**src/rtl/max_pool2_pkg.sv**
```systemverilog
// ---------------------------------------------------------------------------
// max_pool2_pkg : shared CNN constants and 2x2 window position encoding | rev 1.0
// ---------------------------------------------------------------------------
`default_nettype none

package max_pool2_pkg;

  localparam int CNN_DATA_W  = 22;
  localparam int CONV1_OUT_W = 24;
  localparam int CONV1_OUT_H = 24;

  // Position of the current sample inside its 2x2 window: {row[0], col[0]}
  typedef enum logic [1:0] {
    WIN_TL = 2'b00,
    WIN_TR = 2'b01,
    WIN_BL = 2'b10,
    WIN_BR = 2'b11
  } win_pos_e;

endpackage

`default_nettype wire

```
**src/rtl/pool_line_buf.sv**
```systemverilog
// ---------------------------------------------------------------------------
// pool_line_buf : one-write/one-read line buffer of top-row pair maxima | rev 1.0
// ---------------------------------------------------------------------------
`default_nettype none

module pool_line_buf #(
  parameter int DATA_W = 22,
  parameter int DEPTH  = 12,
  parameter int ADDR_W = 4
) (
  input  logic              clk,
  input  logic              wr_en,
  input  logic [ADDR_W-1:0] wr_addr,
  input  logic [DATA_W-1:0] wr_data,
  input  logic [ADDR_W-1:0] rd_addr,
  output logic [DATA_W-1:0] rd_data
);

  // Contents are never reset: every entry is rewritten on an even row before use.
  logic [DATA_W-1:0] r_mem [DEPTH];

  always_ff @(posedge clk) begin
    if (wr_en) r_mem[wr_addr] <= wr_data;
  end

  assign rd_data = r_mem[rd_addr];

endmodule

`default_nettype wire

```
**src/rtl/max_pool2.sv**
```systemverilog
// ---------------------------------------------------------------------------
// max_pool2 : streaming 2x2 / stride-2 signed max pooling over a raster frame | rev 1.0
// ---------------------------------------------------------------------------
`default_nettype none

module max_pool2
  import max_pool2_pkg::*;
#(
  parameter int DATA_W = CNN_DATA_W,
  parameter int IMG_W  = CONV1_OUT_W,
  parameter int IMG_H  = CONV1_OUT_H
) (
  input  logic                     clk,
  input  logic                     rst,
  input  logic                     in_valid,
  input  logic signed [DATA_W-1:0] in_data,
  output logic                     pool_valid,
  output logic signed [DATA_W-1:0] pool_data,
  output logic                     frame_done
);

  localparam int COL_W     = $clog2(IMG_W);
  localparam int ROW_W     = $clog2(IMG_H);
  localparam int BUF_DEPTH = IMG_W / 2;
  localparam int ADDR_W    = (BUF_DEPTH > 1) ? $clog2(BUF_DEPTH) : 1;

  logic [COL_W-1:0]         r_col;
  logic [ROW_W-1:0]         r_row;
  logic signed [DATA_W-1:0] r_pair;
  logic signed [DATA_W-1:0] w_line_rd;
  logic signed [DATA_W-1:0] w_pair_max;
  logic signed [DATA_W-1:0] w_win_max;
  logic [ADDR_W-1:0]        w_addr;
  logic                     w_buf_we;
  logic                     w_last_col;
  logic                     w_last_row;
  win_pos_e                 w_pos;

  function automatic logic signed [DATA_W-1:0] smax(
    input logic signed [DATA_W-1:0] a,
    input logic signed [DATA_W-1:0] b
  );
    return (a > b) ? a : b;
  endfunction

  assign w_pos      = win_pos_e'({r_row[0], r_col[0]});
  assign w_addr     = ADDR_W'(r_col >> 1);
  assign w_last_col = (r_col == COL_W'(IMG_W - 1));
  assign w_last_row = (r_row == ROW_W'(IMG_H - 1));
  assign w_pair_max = smax(r_pair, in_data);
  assign w_win_max  = smax(w_pair_max, w_line_rd);
  assign w_buf_we   = in_valid && !rst && (w_pos == WIN_TR);

  pool_line_buf #(
    .DATA_W (DATA_W),
    .DEPTH  (BUF_DEPTH),
    .ADDR_W (ADDR_W)
  ) u_line_buf (
    .clk     (clk),
    .wr_en   (w_buf_we),
    .wr_addr (w_addr),
    .wr_data (w_pair_max),
    .rd_addr (w_addr),
    .rd_data (w_line_rd)
  );

  always_ff @(posedge clk or posedge rst) begin
    if (rst) begin
      r_col      <= '0;
      r_row      <= '0;
      r_pair     <= '0;
      pool_data  <= '0;
      pool_valid <= 1'b0;
      frame_done <= 1'b0;
    end else begin
      pool_valid <= 1'b0;
      frame_done <= 1'b0;
      if (in_valid) begin
        case (w_pos)
          WIN_TL, WIN_BL: r_pair <= in_data;
          WIN_BR: begin
            pool_data  <= w_win_max;
            pool_valid <= 1'b1;
            frame_done <= w_last_col && w_last_row;
          end
          default: ;
        endcase
        if (w_last_col) begin
          r_col <= '0;
          r_row <= w_last_row ? '0 : r_row + 1'b1;
        end else begin
          r_col <= r_col + 1'b1;
        end
      end
    end
  end

endmodule

`default_nettype wire

```
**config.mk**
```make
export PLATFORM = sky130hd
export DESIGN_NAME = max_pool2
export DESIGN_NICKNAME = d
export VERILOG_FILES = /design/src/rtl/max_pool2_pkg.sv /design/src/rtl/pool_line_buf.sv /design/src/rtl/max_pool2.sv
export SDC_FILE = /design/constraint.sdc
export NUM_CORES = 1
export LEC_CHECK = 0
export BUFFER_PORTS_ARGS = -buffer_cell sky130_fd_sc_hd__buf_4
export CAP_MARGIN = 30
export CORE_MARGIN = 2
export CORE_UTILIZATION = 65
export DETAILED_ROUTE_END_ITERATION = 16
export HOLD_SLACK_MARGIN = 0.1
export PLACE_DENSITY = 0.85
export SLEW_MARGIN = 20
export SYNTH_ARGS = -nofsm -noshare
export SYNTH_HDL_FRONTEND = slang
export SYNTH_SLANG_ARGS = --single-unit
```
**constraint.sdc**
```tcl
create_clock -name clk -period 8.9 [get_ports clk]
set_input_delay 0 -clock clk [delete_from_list [all_inputs] [get_ports clk]]
set_output_delay 0 -clock clk [all_outputs]
set_load 0.01 [all_outputs]
```
# == After elaboration in Yosys (flattened, before gate mapping) ==
# Memories as Yosys holds them, arrays and structs flattened.
# Index checks and enable logic that the tools add are counted.
# word_totals
register_bits,56
ram_bits,264
inputBits,25
memories,1
# classes
n_addsub,2
order_cmp,2
eq_ne,5
muxes,10
reduce_logical,9
# mem_list
name,words,width,rd,rd_clocked_by_memory_dff,wr,line,text
u_line_buf.r_mem,12,22,1,0,1,pool_line_buf.sv:20,logic [DATA_W-1:0] r_mem [DEPTH];
# op_table
operator,count
22-bit > comparator,2
22-bit two-way mux,2
5-bit by 1-bit adder with 5-bit output (second input constant),2
5-bit equality test (second input constant),2
5-bit two-way mux,2
1-bit two-way mux,6
2-bit AND reduction,3
2-bit equality test (second input constant),2
1-bit logical AND,3
2-bit by 1-bit equality test with 1-bit output (second input constant),1
2-bit zero test,1
2-bit OR reduction,1
1-bit zero test,1

# == Depth between registers and ports, before layout ==
# Gate-level depths: netlist (run 1).
# depth
word_depth,5
mapped_depth,21
mapped_depth_nobuf,17

# == By module ==
# From an unflattened synthesis (run 1), not the netlist that was laid out.
# hier_totals
cells_unflattened,844
hier_area_um2,13848.3
# modules_own_cells
module,n_inst,cells_per_inst,area_per_inst_um2
pool_line_buf,1,441,9957.0
max_pool2,1,403,3891.2

# == Worst setup path after synthesis (run 1) ==
# Ideal clock, no wire load.
# synth_path
kind,reg2reg
startpoint,register r_pair[21]
endpoint,register pool_data[10]
setup_ns,0.126
t_arrival_ns,4.256
required_ns,8.774
slack_ns,4.518
stages_incl_launch_ff,19
n_path_buf,3
path_cell_list,dfrtp_1 > ha_1 > buf_6 > nand4_4 > nor3_2 > a2111o_1 > clkbuf_2 > or4_1 > o2111ai_1 > a221o_2 > ha_1 > a21oi_1 > o21ai_0 > a221oi_1 > o211ai_1 > mux2_2 > and2_0 > clkbuf_1 > a221o_1
# synth_via
elab_chain_len,4
# synth_rtl
item,line,text
start: declaration,max_pool2.sv:29,logic signed [DATA_W-1:0] r_pair;
start signal: assignment,max_pool2.sv:80,"WIN_TL, WIN_BL: r_pair <= in_data;"
22-bit > comparator,max_pool2.sv:43,return (a > b) ? a : b;
22-bit two-way mux,max_pool2.sv:43,
named net u_line_buf.wr_data[7],pool_line_buf.sv:14,"input logic [DATA_W-1:0] wr_data,"
22-bit > comparator,max_pool2.sv:43,
22-bit two-way mux,max_pool2.sv:43,
end signal: assignment,max_pool2.sv:82,pool_data <= w_win_max;
end: declaration,max_pool2.sv:18,"output logic signed [DATA_W-1:0] pool_data,"
# The timed path passes the listed nets, and every way through them passes these cells.
# A chain may end at the register's enable or synchronous reset.

# == Worst setup path after layout (run 1) ==
# layout_path
startpoint,register r_pair[21]
endpoint,register pool_data[8]
# Same word-level chain as after synthesis.

==> results of run 1 <==
==> worst paths after layout <==
path                                         from  cells after the start                  endpoint  slack, ns
max                        r_pair[21]$_DFFE_PP0P_                     16  pool_data[8]$_DFFE_PP0P_       2.44
min                                   in_data[11]                      3    r_pair[11]$_DFFE_PP0P_       0.26
max reg2reg                r_pair[21]$_DFFE_PP0P_                     16  pool_data[8]$_DFFE_PP0P_       2.44
min reg2reg                  r_row[4]$_DFFE_PP0P_                      2      r_row[4]$_DFFE_PP0P_       0.51
max in group asynchronous                     rst                      5      r_col[2]$_DFFE_PP0P_       7.41
min in group asynchronous                     rst                      4      frame_done$_DFF_PP0_       0.54
==> synthesized netlist by cell type, drive strengths merged (5+ instances only) <==
cell type	count
a21o	11
a21oi	42
a221o	21
a22oi	12
and3	21
and4	5
buf	18
clkbuf	50
dfrtp	56
edfxtp	264
ha	46
inv	31
mux2	24
mux2i	34
mux4	66
nand2	58
nand2b	5
nand3	32
nand4	19
nor2	36
nor2b	14
nor3	20
o2111ai	9
o211ai	11
o21ai	15
o31a	12
o31ai	12
or4	20
==> sequential cells by signal, summed over array words and instances, names as in the netlist <==
name              count
frame_done            1
pool_data            22
pool_valid            1
r_col                 5
r_pair               22
r_row                 5
u_line_buf.r_mem    264
==> final cells by class <==
type                            count  area, um^2  area share (%)
Clock inverter                     19       260.3           1.541
Multi-Input combinational cell    565        5202           30.80
Sequential cell                   320        9336           55.28
Inverter                           31       116.4          0.6889
Tap cell                          285       356.6           2.111
Clock buffer                       37       818.3           4.845
Timing Repair Buffer               95       799.5           4.734
==> power groups by stage <==
stage | clock network, mW | logic [mW] | registers, mW
3_3_place_gp | 0 | 1.80 | 2.14
4_1_cts | 1.39 | 1.94 | 2.11
3_5_place_dp | 0 | 1.88 | 2.14
5_1_grt | 1.44 | 2.13 | 2.13
2_1_floorplan | 0 | 1.42 | 2.03
6_report | 1.38 | 1.98 | 2.12
==> worst register-to-register path, stage by stage (launching register included) <==
cell and delay, ns:
dfrtp_1 0.42, ha_2 0.44, nand4_4 0.20, nor3_2 0.07, a2111o_1 0.69, nor2_4 0.89
o2111ai_1 0.23, a221o_2 0.48, ha_1 0.39, a21oi_1 0.24, o21ai_0 0.17, a221oi_1 0.41
o211ai_1 0.14, mux2_2 0.59, and2_0 0.60, buf_6 0.26, a221o_1 0.17
==> stage by stage <==
stage / setup slack (ns) / cell area (um^2) / instances
after floorplan: 4.518 / 14860 / 984
after global placement: 2.735 / 15510 / 1268
after detailed placement: 2.771 / 15530 / 1269
after CTS: 2.643 / 16850 / 1350
after global routing: 2.186 / 16890 / 1352
final: 2.436 / 16890 / 1352
==> per-layer routing <==
| layer | track usage [%] | wire (um) | up-vias |
|---|---|---|---|
| met5 | 0 | 0 | - |
| met2 | 50.62 | 18000 | 607 |
| li1 | - | - | 4038 |
| met1 | 42.77 | 13620 | 4726 |
| met4 | 9.655 | 1162 | 0 |
| met3 | 5.097 | 3647 | 95 |
==> repair_timing <==
item	CTS	global route
endpoints found under the hold margin	332	0
endpoints found under the setup margin	0	0
setup buffers	0	0
hold buffers	25	0
==> logic make-up after synthesis <==
group | count (synthesis) | synth area share (%)
compound gates | 153 | 7.433
xor+xnor | 3 | 0.1768
fa+ha+maj | 46 | 3.872
buf+inv | 99 | 2.710
flops | 320 | 62.76
mux | 124 | 14.11
simple gates | 239 | 8.939
==> impl_metrics.ini, run 1 <==
[global_route]
grt_pass1_vias = 9323
grt_usage_pct = 30.65
grt_max_degree = 59
grt_pass1_wl_um = 55080
antenna_found_initial = 0
overflow = 0

[clock_tree]
clk_pin_slew_worst_paths_ns = 0.07
clock_sinks = 320
postCtsResizedCells = 0
insertion_delay_ns = 0.56
numCtsBuffers = 30
cts-root-buf = clkbuf_16
cts_buffer_depth = 3
cts_tree = yes
htreeDepth = 1

[layout]
drive_above_1_share_pct = 23.81
layout_common_cells = 264 x edfxtp_1, 67 x buf_4, 66 x mux4_2, 58 x nand2_1, 52 x dfrtp_1
fillers = 1263
final_core_util_pct = 74.83
nets = 1114
syn_to_final_growth_pct = 13.63
antenna_cells = 0
final_common_cell = edfxtp_1

[floorplanning]
design.core.area_um2 = 22570
io-pin-count = 49
rows = 55
die_w_um = 155.2
start_util_pct = 65.85
die_y_um = 155.2
die-area_um2 = 24090

[synth]
synth_top_area_share_pct = 53.33
synth_cell_types = 53
ys_seq_area_share_pct = 62.76
yosysWarnings = 0
synthesis.nets = 1055
synthesis.instances = 984
synth_edf_count = 264
syn_area_um2 = 14860
async_flop_share_pct = 17.50
avgSynthCellArea_um2 = 15.11
yosys.area.top_type = edfxtp_1
ys_ff_latch = 320
synth_flop_cell = edfxtp_1
synth.area.top_cells = edfxtp_1 53%, mux4_2 10%, dfrtp_1 9.4%

[timing]
fin_worst_skew_ns = 0.01283
hold_viol = 0
timing.final.crit_share_pct = 72.63
setup_viol = 0
slew_headroom_pct = 33.54
tightest_slew_ns = 0.9945
min_period_ns = 6.464
setup_tns_ns = 0
fmax_mhz = 154.7
slew_violations = 0
rsz0062_at_grt = false
whs_ns = 0.2608

[worst_setup_path]
critPathArrivalTime_ns = 6.96
criticalPathCategory = reg2reg
crit_family = compound AO/OA/AOI/OAI gates
cp.required_ns = 9.40
cp_max_fo = 34
end_kind = register
critical-path-max-stage-delay_ns = 0.89
path_cells = ha_2, nand4_4, nor3_2, a2111o_1, nor2_4, o2111ai_1, a221o_2, ha_1, a21oi_1, o21ai_0, a221oi_1, o211ai_1, mux2_2, and2_0, buf_6, a221o_1
critPathBufInv = 1
startpoint_type = register
cp_slowest_cell = nor2_4

[pwr]
combPwrFrac_pct = 36.1
power_frac_clock_pct = 25.2
total_leakage_power_nw = 6.241
power-per-cell-area_nw_per_um2 = 324.5
internal_power_mw = 3.553
seq_power_share_pct = 38.6
irDropWorstVdd_mv = 0.2450
swShare_pct = 35.18
power_mw = 5.481
p_switching_mw = 1.928

[route]
remaining_drc_errors = 0
dr_total_vias = 9466
drtIter0Drc = 1156
wire_per_inst_um = 26.94
antenna_left = 0
wirelength_um = 36430
via_per_inst = 7.001
firstDrtPassIters = 6

[placement]
numPortBuffers = 48
hpwlAfterDp_um = 20370
gp_congestion = 0.8495

[outcome]
status = complete, no violations

[hold_path]
hp-class = in2reg

[job]
maxCapViolations = 0
Power figures use the tool's default switching activity.
==> run 2: changes to the inputs <==
Settings changed: CORE_UTILIZATION 65 to 62, PLACE_DENSITY 0.85 to 0.82.
Clock period 8.9 ns to 6.01 ns, I/O delays scaled along.
==> run 2 against run 1 <==
  * Utilization fell by 2.8 points
  * Critical path depth did not move
  * Hold slack got worse by 0.015 ns
  * Sequential cell count did not move
  * Wire length fell by 1.4%
  * Clock skew rose by 0.0024 ns
  * Sequential power rose by 50%
  * Fmax rose by 13%
  * Combinational power rose by 50%
  * Register-to-register slack got worse by 2.2 ns
  * Global-route usage fell by 2.0 points
  * Largest cell class unchanged
==> impl_metrics.ini, run 2 (synthesized netlist as in run 1, its figures left out) <==
[route]
antenna_left = 0
firstDrtPassIters = 6
wire_per_inst_um = 25.70
via_per_inst = 6.777
dr_total_vias = 9468
remaining_drc_errors = 0
drtIter0Drc = 1229
wirelength_um = 35900

[clock_tree]
cts-root-buf = clkbuf_16
insertion_delay_ns = 0.57
clk_pin_slew_worst_paths_ns = 0.06
htreeDepth = 1
numCtsBuffers = 30
cts_buffer_depth = 3
cts_tree = yes
cts_setup_buffers = 0
clock_sinks = 320

[timing]
slew_violations = 0
setup_viol = 0
slew_headroom_pct = 37.07
tightest_slew_ns = 0.9440
rsz0062_at_grt = false
timing.final.crit_share_pct = 95.50
setup_tns_ns = 0
fin_worst_skew_ns = 0.01526
min_period_ns = 5.739
hold_viol = 0
fmax_mhz = 174.2

[worst_setup_path]
startpoint_type = register
rr_startpoint = r_pair[21]$_DFFE_PP0P_
end_kind = register
startpoint = r_pair[21]$_DFFE_PP0P_
cp.required_ns = 6.50
criticalPathCategory = reg2reg
cp_max_fo = 22
critPathArrivalTime_ns = 6.22

[pwr]
power_mw = 8.063
irDropWorstVdd_mv = 0.3309
p_switching_mw = 2.872
combPwrFrac_pct = 36.8
power-per-cell-area_nw_per_um2 = 476.8
power_frac_clock_pct = 23.9
swShare_pct = 35.62
seq_power_share_pct = 39.3
total_leakage_power_nw = 6.255
internal_power_mw = 5.191

[floorplanning]
die-area_um2 = 25230
die_y_um = 158.8
start_util_pct = 63.33
rows = 56
io-pin-count = 49
die_w_um = 158.8
design.core.area_um2 = 23470

[global_route]
grt_usage_pct = 28.66
grt_max_degree = 57
antenna_found_initial = 0
grt_pass1_wl_um = 55210
grt_pass1_vias = 9556
overflow = 0

[placement]
place_area_um2 = 15660
gp_congestion = 0.8922
numPortBuffers = 48
hpwlAfterDp_um = 21430

[layout]
nets = 1126
largest_reg_flops = 264
largestRegisters = u_line_buf.r_mem: 264 flops, pool_data: 22 flops, r_pair: 22 flops
layout_common_cells = 264 x edfxtp_1, 81 x buf_4, 66 x mux4_2, 58 x nand2_1, 52 x dfrtp_1
regMostFlops = u_line_buf.r_mem
antenna_cells = 0
final_common_cell = edfxtp_1
drive_above_1_share_pct = 24.21
syn_to_final_growth_pct = 13.76
stdcell_area_um2 = 16910

[hold_path]
hp-start = in_data[10]
hp-class = in2reg

[outcome]
status = complete, no violations

[job]
maxCapViolations = 0
-- run 2: cell types whose count changed in the layout (fill, tap and decap cells not counted), sizes merged --
cell,delta
buf,+12
clkbuf,+6
bufinv,-3
clkinv,-3
clkinvlp,-1
dlygate4sd3,-1
nor2,+1
-- run 2: power groups by stage --
stage	clock network, mW	logic (mW)	registers [mW]
final	1.92	2.97	3.17
after global routing	2.01	3.18	3.20
after CTS	1.93	2.92	3.17
after detailed placement	0	2.82	3.21
after global placement	0	2.71	3.20
after floorplan	0	2.11	3.00
-- run 2: metal layers --
metal  wire length [um]  share of wire [%]  vias up  track usage (%)
li1                   -                  -     4058                -
met1              13510                 38     4713            38.60
met2              17580                 49      601            47.62
met3               3756                 10       96            5.825
met4               1053                2.9        0            9.049
met5                  0                  0        -                0
-- run 2: final cells by class --
| type | count | area, um^2 |
|---|---|---|
| clock buffer | 43 | 860.8 |
| clock inverter | 12 | 140.1 |
| multi-input combinational | 566 | 5189 |
| timing repair buffer | 106 | 868.3 |
| tap | 319 | 399.1 |
| inverter | 31 | 116.4 |
| sequential | 320 | 9336 |
| fill | 1390 | 6563 |
-- run 2: worst paths after layout --
kind	to	cells past startpoint	slack (ns)
min in group asynchronous	pool_data[3]$_DFFE_PP0P_	4	0.27
min	r_pair[10]$_DFFE_PP0P_	3	0.25
max reg2reg	pool_data[8]$_DFFE_PP0P_	16	0.27
max	pool_data[8]$_DFFE_PP0P_	16	0.27
max in group asynchronous	r_col[1]$_DFFE_PP0P_	4	5.17
min reg2reg	r_row[4]$_DFFE_PP0P_	2	0.51
-- run 2: through the flow --
| stage | std cells | util (%) | setup WS, ns | hold WS (ns) |
|---|---|---|---|---|
| global placement | 1317 | 66.73 | 0.3133 | 0.2634 |
| floorplan | 984 | - | 1.628 | 0.1168 |
| detailed placement | 1317 | 66.73 | 0.4196 | 0.2688 |
| finish | 1397 | 72.04 | 0.2707 | 0.2455 |
| CTS | 1396 | 72.01 | 0.2653 | 0.2383 |
| global route | 1397 | 72.04 | 0.09290 | 0.2624 |
-- run 2: what timing repair did --
item / in CTS / in global routing
endpoints found under the setup margin: 0 / 17
endpoints found under the hold margin: 337 / 0
gates resized for setup: 0 / 0
hold buffers: 24 / 0
-- run 2: critical path, stage by stage, from the launching register on --
cell	delay [ns]
dfrtp_1	0.42
ha_2	0.39
nand4_4	0.15
nor4_4	0.44
o31a_2	0.45
buf_4	0.30
or4_1	0.14
o31a_1	0.12
nand3_1	0.43
ha_1	0.43
a21oi_1	0.13
o21ai_0	0.19
a221oi_1	0.59
o211ai_1	0.15
mux2_2	0.26
and2_1	0.75
a221o_1	0.29
==> run 3: changes to the inputs <==
Settings changed: SETUP_SLACK_MARGIN set to 0.4.
==> run 3 against run 2 <==
  * Cell count is the same
  * Hold slack gained 0.0026 ns
  * Wire length grew 0.11%
  * Critical endpoint unchanged
  * Non-clock buffer count is the same
  * Sequential share of layout area is essentially flat
  * Sequential power is essentially flat
  * Sequential cell count is the same
  * Largest power group unchanged
  * Largest cell class unchanged
==> impl_metrics.ini, run 3 (synthesized netlist as in run 1, its figures left out) <==
[global_route]
grt_pass1_vias = 9544
grt_pass1_wl_um = 55370
overflow = 0
antenna_found_initial = 0
grt_max_degree = 57
grt_usage_pct = 28.76

[timing]
setup_tns_ns = 0
fin_worst_skew_ns = 0.01582
rsz0062_at_grt = false
hold_viol = 0
min_period_ns = 5.361
setup_viol = 0
setup_slack_ns = 0.6494
timing.final.crit_share_pct = 89.19
tightest_slew_ns = 0.9464
slew_violations = 0
slew_headroom_pct = 36.84
fmax_mhz = 186.5

[clock_tree]
cts_tree = yes
cts-root-buf = clkbuf_16
clk_pin_slew_worst_paths_ns = 0.06
cts_buffer_depth = 3
numCtsBuffers = 30
clock_sinks = 320
insertion_delay_ns = 0.57
htreeDepth = 1
cts_setup_buffers = 0

[floorplanning]
die_w_um = 158.8
die_y_um = 158.8
start_util_pct = 63.33
rows = 56
die-area_um2 = 25230
design.core.area_um2 = 23470
io-pin-count = 49

[layout]
stdcell_count = 1397
largestRegisters = u_line_buf.r_mem: 264 flops, pool_data: 22 flops, r_pair: 22 flops
stdcell_area_um2 = 16920
final_common_cell = edfxtp_1
nets = 1126
largest_reg_flops = 264
regMostFlops = u_line_buf.r_mem
layout_common_cells = 264 x edfxtp_1, 81 x buf_4, 66 x mux4_2, 58 x nand2_1, 52 x dfrtp_1
fillers = 1384
antenna_cells = 0
syn_to_final_growth_pct = 13.80
drive_above_1_share_pct = 24.40

[route]
wirelength_um = 35940
wire_per_inst_um = 25.73
antenna_left = 0
remaining_drc_errors = 0
drtIter0Drc = 1248
via_per_inst = 6.764
dr_total_vias = 9450
firstDrtPassIters = 5

[outcome]
status = complete, no violations

[placement]
hpwlAfterDp_um = 21430
place_area_um2 = 15660
place_ws_ns = 0.4196
gp_congestion = 0.8922
numPortBuffers = 48
numPlacedInstances = 1317

[worst_setup_path]
r2r_end = pool_data[8]$_DFFE_PP0P_
startpoint = r_pair[17]$_DFFE_PP0P_
criticalPathCategory = reg2reg
end_kind = register
cp.required_ns = 6.44
cp_max_fo = 22
r2r_slack_ns = 0.65
rr_startpoint = r_pair[17]$_DFFE_PP0P_
critPathArrivalTime_ns = 5.79
startpoint_type = register
critPathCapture = pool_data[8]$_DFFE_PP0P_
ff2ff_path_depth = 16

[pwr]
irDropWorstVdd_mv = 0.3408
power-per-cell-area_nw_per_um2 = 476.9
total_leakage_power_nw = 6.260
power_mw = 8.067

[hold_path]
hp-class = in2reg

[job]
maxCapViolations = 0
## run 3: cell types whose count changed in the layout (fill, tap and decap cells not counted)
cell / change
and2_2: +1
nand3_2: +1
and2_1: -1
nand3_1: -1
## run 3: what timing repair did
action | in CTS | in global routing
resized for setup | 1 | 1
endpoints found under the setup margin | 22 | 12
cloned | 1 | 0
endpoints found under the hold margin | 349 | 0
pin swaps | 1 | 0
hold buffers | 24 | 0
## run 3: how the worst min path moves through the flow
stage / cells after the start / start / slack (ns) / endpoint
finish: 3 / in_data[10] / 0.25 / r_pair[10]$_DFFE_PP0P_
global route: 3 / in_data[12] / 0.26 / r_pair[12]$_DFFE_PP0P_
CTS: 3 / in_data[10] / 0.24 / r_pair[10]$_DFFE_PP0P_
detailed placement: 2 / in_data[10] / 0.27 / r_pair[10]$_DFFE_PP0P_
global placement: 2 / in_data[9] / 0.26 / r_pair[9]$_DFFE_PP0P_
floorplan: 2 / in_data[0] / 0.12 / r_pair[0]$_DFFE_PP0P_
## run 3: per-stage QoR
stage	hold slack, ns	utilization (%)
6_report	0.2481	72.07
4_1_cts	0.2383	72.06
3_5_place_dp	0.2688	66.73
3_3_place_gp	0.2634	66.73
2_1_floorplan	0.1168	-
5_1_grt	0.2624	72.07
## run 3: area by class of cell
type | instances | area, um^2 | share of cell area (%)
inverter | 31 | 116.4 | 0.6879
tap | 319 | 399.1 | 2.359
timing repair buffer | 106 | 868.3 | 5.133
multi-input combinational | 566 | 5195 | 30.71
clock inverter | 12 | 140.1 | 0.8284
clock buffer | 43 | 860.8 | 5.089
sequential | 320 | 9336 | 55.19
## run 3: worst max-delay path, cell delays in order, from the launching register on
cell	delay, ns
dfrtp_1	0.40
ha_1	0.32
nand4_1	0.24
nor4_4	0.46
o31a_2	0.46
buf_4	0.31
or4_1	0.15
o31a_1	0.14
nand3_2	0.29
ha_1	0.44
nand2_1	0.07
o21ai_0	0.38
a221oi_1	0.25
o211ai_1	0.22
mux2_2	0.37
and2_2	0.37
a221o_1	0.36
## run 3: where the power goes
group / switching, mW / internal [mW] / total (mW) / leakage [nW]
combinational: 1.76 / 1.21 / 2.97 / 2.69
clock: 0.805 / 1.12 / 1.93 / 0.484
sequential: 0.307 / 2.86 / 3.17 / 3.09
## run 3: layer usage
metal	vias to the layer above	global-route usage (%)	wire (um)
met5	-	0	0
met4	0	9.008	1023
met3	90	5.982	3755
met2	572	47.92	17580
met1	4733	38.56	13580
li1	4055	-	-
